--- src/rtl/shared_mem_arbiter.sv ---
// Arbitrates one single-port, 1-cycle-latency memory between the fetch (I) and load/store (D) ports.
// D wins contention until I has been denied MAX_WAIT cycles in a row; read data is steered to the owner.
module shared_mem_arbiter #(
  parameter int ADDR_W   = 32,
  parameter int MAX_WAIT = 4
) (
  input  logic              CLK,
  input  logic              RST,
  input  logic              I_Req,
  input  logic [ADDR_W-1:0] I_Addr,
  output logic              I_Gnt,
  output logic              I_RValid,
  output logic [31:0]       I_RData,
  input  logic              D_Req,
  input  logic              D_We,
  input  logic [3:0]        D_Be,
  input  logic [ADDR_W-1:0] D_Addr,
  input  logic [31:0]       D_WData,
  output logic              D_Gnt,
  output logic              D_RValid,
  output logic [31:0]       D_RData,
  output logic              Mem_En,
  output logic              Mem_We,
  output logic [3:0]        Mem_Be,
  output logic [ADDR_W-1:0] Mem_Addr,
  output logic [31:0]       Mem_WData,
  input  logic [31:0]       Mem_RData,
  output logic              PC_En
);

  typedef enum logic [1:0] {
    OWN_NONE = 2'd0,
    OWN_I    = 2'd1,
    OWN_D    = 2'd2
  } owner_t;

  localparam logic [3:0] WAIT_LIM = 4'(MAX_WAIT);

  owner_t     owner_q, owner_d;
  logic [3:0] wait_cnt_q, wait_cnt_d;
  logic       i_gnt, d_gnt;

  always_ff @(posedge CLK or posedge RST) begin
    if (RST) begin
      owner_q    <= OWN_NONE;
      wait_cnt_q <= '0;
    end else begin
      owner_q    <= owner_d;
      wait_cnt_q <= wait_cnt_d;
    end
  end

  always_comb begin
    i_gnt      = 1'b0;
    d_gnt      = 1'b0;
    owner_d    = OWN_NONE;
    wait_cnt_d = '0;
    Mem_En     = 1'b0;
    Mem_We     = 1'b0;
    Mem_Be     = 4'h0;
    Mem_Addr   = '0;
    Mem_WData  = '0;

    if (I_Req && (!D_Req || wait_cnt_q == WAIT_LIM)) begin
      i_gnt = 1'b1;
    end else if (D_Req) begin
      d_gnt = 1'b1;
    end

    if (i_gnt) begin
      Mem_En   = 1'b1;
      Mem_Be   = 4'hF;
      Mem_Addr = I_Addr;
      owner_d  = OWN_I;
    end else if (d_gnt) begin
      Mem_En    = 1'b1;
      Mem_We    = D_We;
      Mem_Be    = D_We ? D_Be : 4'hF;
      Mem_Addr  = D_Addr;
      Mem_WData = D_WData;
      // A store finishes at grant, so only loads expect a response next cycle
      owner_d   = D_We ? OWN_NONE : OWN_D;
    end

    if (I_Req && !i_gnt) begin
      wait_cnt_d = (wait_cnt_q >= WAIT_LIM) ? WAIT_LIM : wait_cnt_q + 4'd1;
    end
  end

  assign I_Gnt    = i_gnt;
  assign D_Gnt    = d_gnt;
  assign PC_En    = ~I_Req | i_gnt;
  assign I_RValid = (owner_q == OWN_I);
  assign D_RValid = (owner_q == OWN_D);
  assign I_RData  = I_RValid ? Mem_RData : 32'h0;
  assign D_RData  = D_RValid ? Mem_RData : 32'h0;

endmodule

--- config.mk ---
export PLATFORM = sky130hd
export DESIGN_NAME = shared_mem_arbiter
export DESIGN_NICKNAME = d
export VERILOG_FILES = /design/src/rtl/shared_mem_arbiter.sv
export SDC_FILE = /design/constraint.sdc
export NUM_CORES = 1
export LEC_CHECK = 0
export CORE_AREA = 2 2 107 109
export DETAILED_ROUTE_END_ITERATION = 10
export DIE_AREA = 0 0 109 111
export PLACE_DENSITY_LB_ADDON = 0.15
export SYNTH_ARGS = -nofsm -noshare
export SYNTH_HDL_FRONTEND = slang
export SYNTH_SLANG_ARGS = --single-unit
export TNS_END_PERCENT = 30
--- constraint.sdc ---
create_clock -name CLK -period 1.72 [get_ports CLK]
set_input_delay 0.344 -clock CLK [delete_from_list [all_inputs] [get_ports CLK]]
set_output_delay 0.344 -clock CLK [all_outputs]
set_load 0.005 [all_outputs]
Yosys cells after proc, flatten, opt, wreduce, memory -nomap -nowiden
Index checks and enable logic that the tools add are counted.

Flip-flop bits (word level): 6. Input bits: 137. Output and inout port bits: 139.

Add/subtract/negate cells: 1. Order comparisons: 1. Eq/ne operators: 3. Multiplexer cells: 21. Bitwise logic cells: 2. Reduce and logical (&&, ||, !) cells: 5.

Operators with widths (number): two-way mux 32 bit (6); two-way mux 4 bit (5); two-way mux 1 bit (7); two-way mux 2 bit (3); adder 4 x 1 -> 4 bit (second input constant) (1); == test 4 x 3 -> 1 bit (second input constant) (1); >= comparator 4 x 3 -> 1 bit (second input constant) (1); == test 2 x 1 -> 1 bit (second input constant) (1); == test 2 bit (second input constant) (1); logical AND 1 bit (2); logical NOT 1 bit (2); logical OR 1 bit (1); NOT 1 bit (1); bitwise OR 1 bit (1).

Longest topological paths before layout
Gate-level depths: netlist of run 1.

Depth in word-level cells: 7. Depth in mapped cells: 7. Gate-level depth less buffers: 5.

Worst setup path before layout of run 1
Ideal clock, no wire load.

Path kind: reg-to-output. From: register wait_cnt_q[0]. To: output port Mem_Addr[23]. Data arrival time: 1.372 ns. Data required time: 1.376 ns. Path slack: 0.004 ns. Stages on the path, launching flop included: 8. Buffers on the path: 2. Path through: dfrtp_1 -> inv_1 -> ha_1 -> nand4b_2 -> and2_1 -> buf_6 -> buf_6 -> a22o_1.

Cells in the longest elaborated chain, start to end: 6. Elaborated cells on any way between the ends: 7. Classes of those cells: 1 x eq/ne; 4 x mux; 2 x reduce/logical.

RTL lines: start: declaration (RTL line 40) `logic [3:0] wait_cnt_q, wait_cnt_d;`; start signal: assignment (RTL line 49) `wait_cnt_q <= wait_cnt_d;`; == test 4 x 3 -> 1 bit (RTL line 64) `if (I_Req && (!D_Req || wait_cnt_q == WAIT_LIM)) begin`; logical OR 1 bit (RTL line 64); logical AND 1 bit (RTL line 64); two-way mux 1 bit (RTL line 64); via D_Gnt (RTL line 19) `output logic D_Gnt,`; two-way mux 32 bit (RTL line 75) `end else if (d_gnt) begin`; two-way mux 32 bit (RTL line 70) `if (i_gnt) begin`; end: declaration (RTL line 25) `output logic [ADDR_W-1:0] Mem_Addr,`.

The timed path passes the listed nets, and every way through them passes these cells.

Final worst setup path of run 1
From: register wait_cnt_q[1]. To: output port Mem_Addr[1].

Cells in the longest elaborated chain, start to end: 6. Elaborated cells on any way between the ends: 7. Classes of those cells: 1 x eq/ne; 4 x mux; 2 x reduce/logical.

RTL lines (RTL line): == test 4 x 3 -> 1 bit (*) (64); logical OR 1 bit (*) (64); logical AND 1 bit (*) (64); two-way mux 1 bit (64); two-way mux 32 bit (75); two-way mux 32 bit (*) (70).

Every way passes the cells marked *; elsewhere a longest branch is shown, timed or not.

==> Implementation_results.wiki, run 1 <==
{| class="wikitable"
! Metric !! Value
|-
| Run status || finished with violations
|-
| Failing checks || negative setup slack
|-
| IR Drop Worst-Case VDD || 0.221 mV
|-
| Initial antenna violation count || 0
|-
| Max-capacitance violation count || 0
|-
| Syn_nets || 322
|-
| Post-route clock period utilization || 1.23
|-
| Startpoint kind of the worst setup timing path || flop
|-
| First-pass GRT wire length || 11900 um
|-
| Routed length per placed instance || 14.5 um
|-
| Via count || 2552
|-
| Count of final hold-check violations || 0
|-
| Standard-cell row count || 39
|-
| Endpoint class of the critical path || primary output
|-
| Chain of cells forming the critical path || inv_2 > ha_4 > buf_6 > nand4b_4 > and2_4 > buf_6 > a22o_1 > buf_2
|-
| Core region area || 0.0111 sq mm
|-
| IO Count || 276
|-
| Setup slack after layout || -391 ps
|-
| Time the final worst path needs with I/O delays and setup || 2110 ps
|-
| Peak clock frequency supported by timing || 474 MHz
|-
| Count of flip-flops with a built-in enable after synthesis || 0
|-
| Nets || 617
|-
| Effective utilization at floorplan || 0.123
|-
| Class of the tightest hold or removal check || input port to asynchronous set/reset pin
|-
| TritonCTS clock tree || yes
|-
| Pin count of the biggest net entering global routing || 39
|-
| Power spent charging and discharging nets || 0.368 mW
|-
| Number of iterations in the first detailed-routing pass || 4
|-
| Sequential cell area fraction in the yosys report || 0.110
|-
| Residual antenna-violating net count after detailed routing || 0
|-
| Average instance area after synthesis || 7.46 sq um
|-
| Clock root buffer || sky130_fd_sc_hd__clkbuf_16
|-
| Most used cell, CP || sky130_fd_sc_hd__buf_6
|-
| Number of distinct library cell variants in the gate-level netlist after synthesis || 22
|-
| CP arrival || 1770 ps
|-
| Maximum buffer depth of the clock tree || 2
|-
| Layout cells sized above 1 || 0.282
|-
| Crit path buf inv count || 4
|-
| Post-place setup slack || -715 ps
|-
| FFs w/ async S/R, synth || 1.00
|-
| Gate power share || 0.644
|-
| Number of endpoints failing setup at the final stage || 111
|-
| Worst clock skew || 2.34 ps
|-
| Detailed-route wire length || 8960 um
|-
| PwrDens || 322 mW/mm^2
|-
| First-iteration detailed-routing DRC count || 87
|-
| Total Power Consumption || 1.47 mW
|-
| Global router's overall resource usage || 0.121
|-
| Clock-pin slew on the worst setup and hold paths || 30 ps
|-
| Slowest cell on crit path || sky130_fd_sc_hd__dfrtp_1
|-
| Total leakage power || 2.40 nW
|-
| Final weighted congestion in routability-driven placement || 0.707
|-
| Switching part of the total || 0.251
|-
| Depth of the CTS H-tree || 1
|-
| Part of the power in registers || 0.105
|-
| Count of buffers inserted at the top-level ports || 275
|-
| Number of inserted diodes || 0
|-
| Top flip-flop cell by instance count after synthesis || sky130_fd_sc_hd__dfrtp_1
|-
| CP delay by family, top || buffers and inverters
|-
| Post-cts hold buffer count || 0
|-
| Die boundary height || 111 um
|-
| Yosys warns || 0
|-
| Clock Latency Late Sink || 230 ps
|-
| Area added between synthesis and finish || 235%
|-
| DIE AREA || 0.0121 sq mm
|-
| RSZ-0062 raised after global routing || yes
|-
| Chip width || 109 um
|-
| Area of the mapped netlist || 0.00137 sq mm
|-
| Number of standard cells after synthesis || 183
|-
| Fin. max-slew vios || 0
|-
| Inserted Clock Buffers || 3
|-
| Int Power || 1.10 mW
|-
| Number of register bits inferred by synthesis || 6
|-
| DRC violations left || 0
|-
| TNS Setup || -30760 ps
|-
| Mean number of vias per cell || 4.12
|-
| CP required || 1380 ps
|-
| HPWL after DPL || 6580 um
|-
| Worst Setup Path Type || flop to primary output
|-
| Sum of overflow across all layers after global routing || 0
|-
| Clock network fraction of total power || 0.251
|-
| Clock tree sinks || 6
|-
| Worst Path Max Fanout || 8
|-
| Worst path max stage delay || 380 ps
|-
| Vias in the first global route || 2411
|}
[stage by stage]
step	instance area [sq um]	std cells	hold slack (ps)	util
after CTS	4420	604	342	0.399
after global routing	4570	619	381	0.413
after detailed placement	4310	595	523	0.389
after floorplan	1370	183	135	-
after global placement	4310	595	512	0.389
final	4570	619	341	0.413
[metal layers]
metal	wire length [um]	vias up	part of all wire	global-route usage
li1	-	1236	-	-
met1	3040	1145	0.34	0.112
met2	4590	163	0.51	0.237
met3	1220	8	0.14	0.0429
met4	110	0	0.012	0.0385
met5	0	-	0	0
[worst paths after layout]
check	start	endpoint	slack, ps	cells past startpoint
min in group CLK	wait_cnt_q[3]	wait_cnt_q[0]	580	2
hold / removal	RST	wait_cnt_q[2]	340	2
setup / recovery	wait_cnt_q[1]	Mem_Addr[1]	-390	8
hold reg to reg	wait_cnt_q[3]	wait_cnt_q[0]	580	2
setup reg to reg	wait_cnt_q[1]	owner_q[1]	100	8
max in group asynchronous	RST	owner_q[0]	1190	2
[repair_timing]
| item | 4_1_cts | 5_1_grt |
|---|---|---|
| gates resized for setup | 188 | 144 |
| cloned | 3 | 6 |
| setup endpoints to repair | 139 | 132 |
| setup buffers | 3 | 11 |
| pin swaps | 0 | 9 |
[cell usage in the layout, fill, tap and decap left out, types with 2 or more instances in the layout]
cell type	Yosys	layout
sky130_fd_sc_hd__and2_4	0	4
sky130_fd_sc_hd__a21o_1	4	4
sky130_fd_sc_hd__and3_1	33	18
sky130_fd_sc_hd__clkdlybuf4s50_1	0	174
sky130_fd_sc_hd__buf_6	7	18
sky130_fd_sc_hd__inv_1	3	2
sky130_fd_sc_hd__clkbuf_16	0	5
sky130_fd_sc_hd__and2_1	65	64
sky130_fd_sc_hd__buf_4	0	13
sky130_fd_sc_hd__buf_12	0	5
sky130_fd_sc_hd__dfrtp_1	6	6
sky130_fd_sc_hd__nor2b_4	0	2
sky130_fd_sc_hd__buf_16	0	3
sky130_fd_sc_hd__dlymetal6s2s_1	0	18
sky130_fd_sc_hd__a22o_1	32	32
sky130_fd_sc_hd__and3_4	0	15
sky130_fd_sc_hd__buf_8	0	3
sky130_fd_sc_hd__clkbuf_2	0	45
sky130_fd_sc_hd__dlygate4sd2_1	0	10
sky130_fd_sc_hd__nand2b_1	4	4
sky130_fd_sc_hd__buf_2	0	16
[layout make-up]
type / count / area [sq um]
Multi-Input combinational cell: 157 / 1220
Sequential cell: 6 / 150
Inverter: 3 / 11.3
Fill cell: 1123 / 6510
Clock buffer: 3 / 75.1
Tap cell: 143 / 179
Timing Repair Buffer: 307 / 2940
[flip-flops by register name, summed over array words and instances (netlist names)]
name	cells
wait_cnt_q	4
owner_q	2
[power groups by stage]
stage	clock, mW	sequential, mW	combinational, mW
5_1_grt	0.387	0.155	1.02
6_report	0.368	0.154	0.947
3_5_place_dp	0	0.154	0.964
3_3_place_gp	0	0.154	0.962
4_1_cts	0.376	0.154	0.902
2_1_floorplan	0	0.154	0.253
[kinds of logic (layout without fill, tap and decap cells)]
group / after synthesis / count (layout) / share of synthesized area
other cells: 1 / 1 / 0.00275
buf+inv: 23 / 313 / 0.102
flops: 6 / 6 / 0.110
fa+ha+maj: 2 / 2 / 0.0183
compound gates: 37 / 37 / 0.241
simple gates: 114 / 117 / 0.526
[cells in the mapped netlist, types with 2 or more instances]
cell,count,area [sq um]
sky130_fd_sc_hd__nand2b_1,4,25.0
sky130_fd_sc_hd__inv_1,3,11.3
sky130_fd_sc_hd__ha_1,2,25.0
sky130_fd_sc_hd__a21o_1,4,30.0
sky130_fd_sc_hd__clkbuf_1,13,48.8
sky130_fd_sc_hd__and3_1,33,206
sky130_fd_sc_hd__a22o_1,32,280
sky130_fd_sc_hd__nor2b_1,3,18.8
sky130_fd_sc_hd__buf_6,7,78.8
sky130_fd_sc_hd__dfrtp_1,6,150
sky130_fd_sc_hd__and2_1,65,407
(Power assumes the default switching activity.)
==> run 2: changes to the inputs <==
--- a/config.mk
+++ b/config.mk
@@ -8,6 +8,7 @@
 export CORE_AREA = 2 2 107 109
 export DETAILED_ROUTE_END_ITERATION = 10
 export DIE_AREA = 0 0 109 111
+export GPL_ROUTABILITY_DRIVEN = 0
 export PLACE_DENSITY_LB_ADDON = 0.15
 export SYNTH_ARGS = -nofsm -noshare
 export SYNTH_HDL_FRONTEND = slang
==> results of run 2 <==
Same layout as run 1: the final DEF is identical, and so are final timing and power.
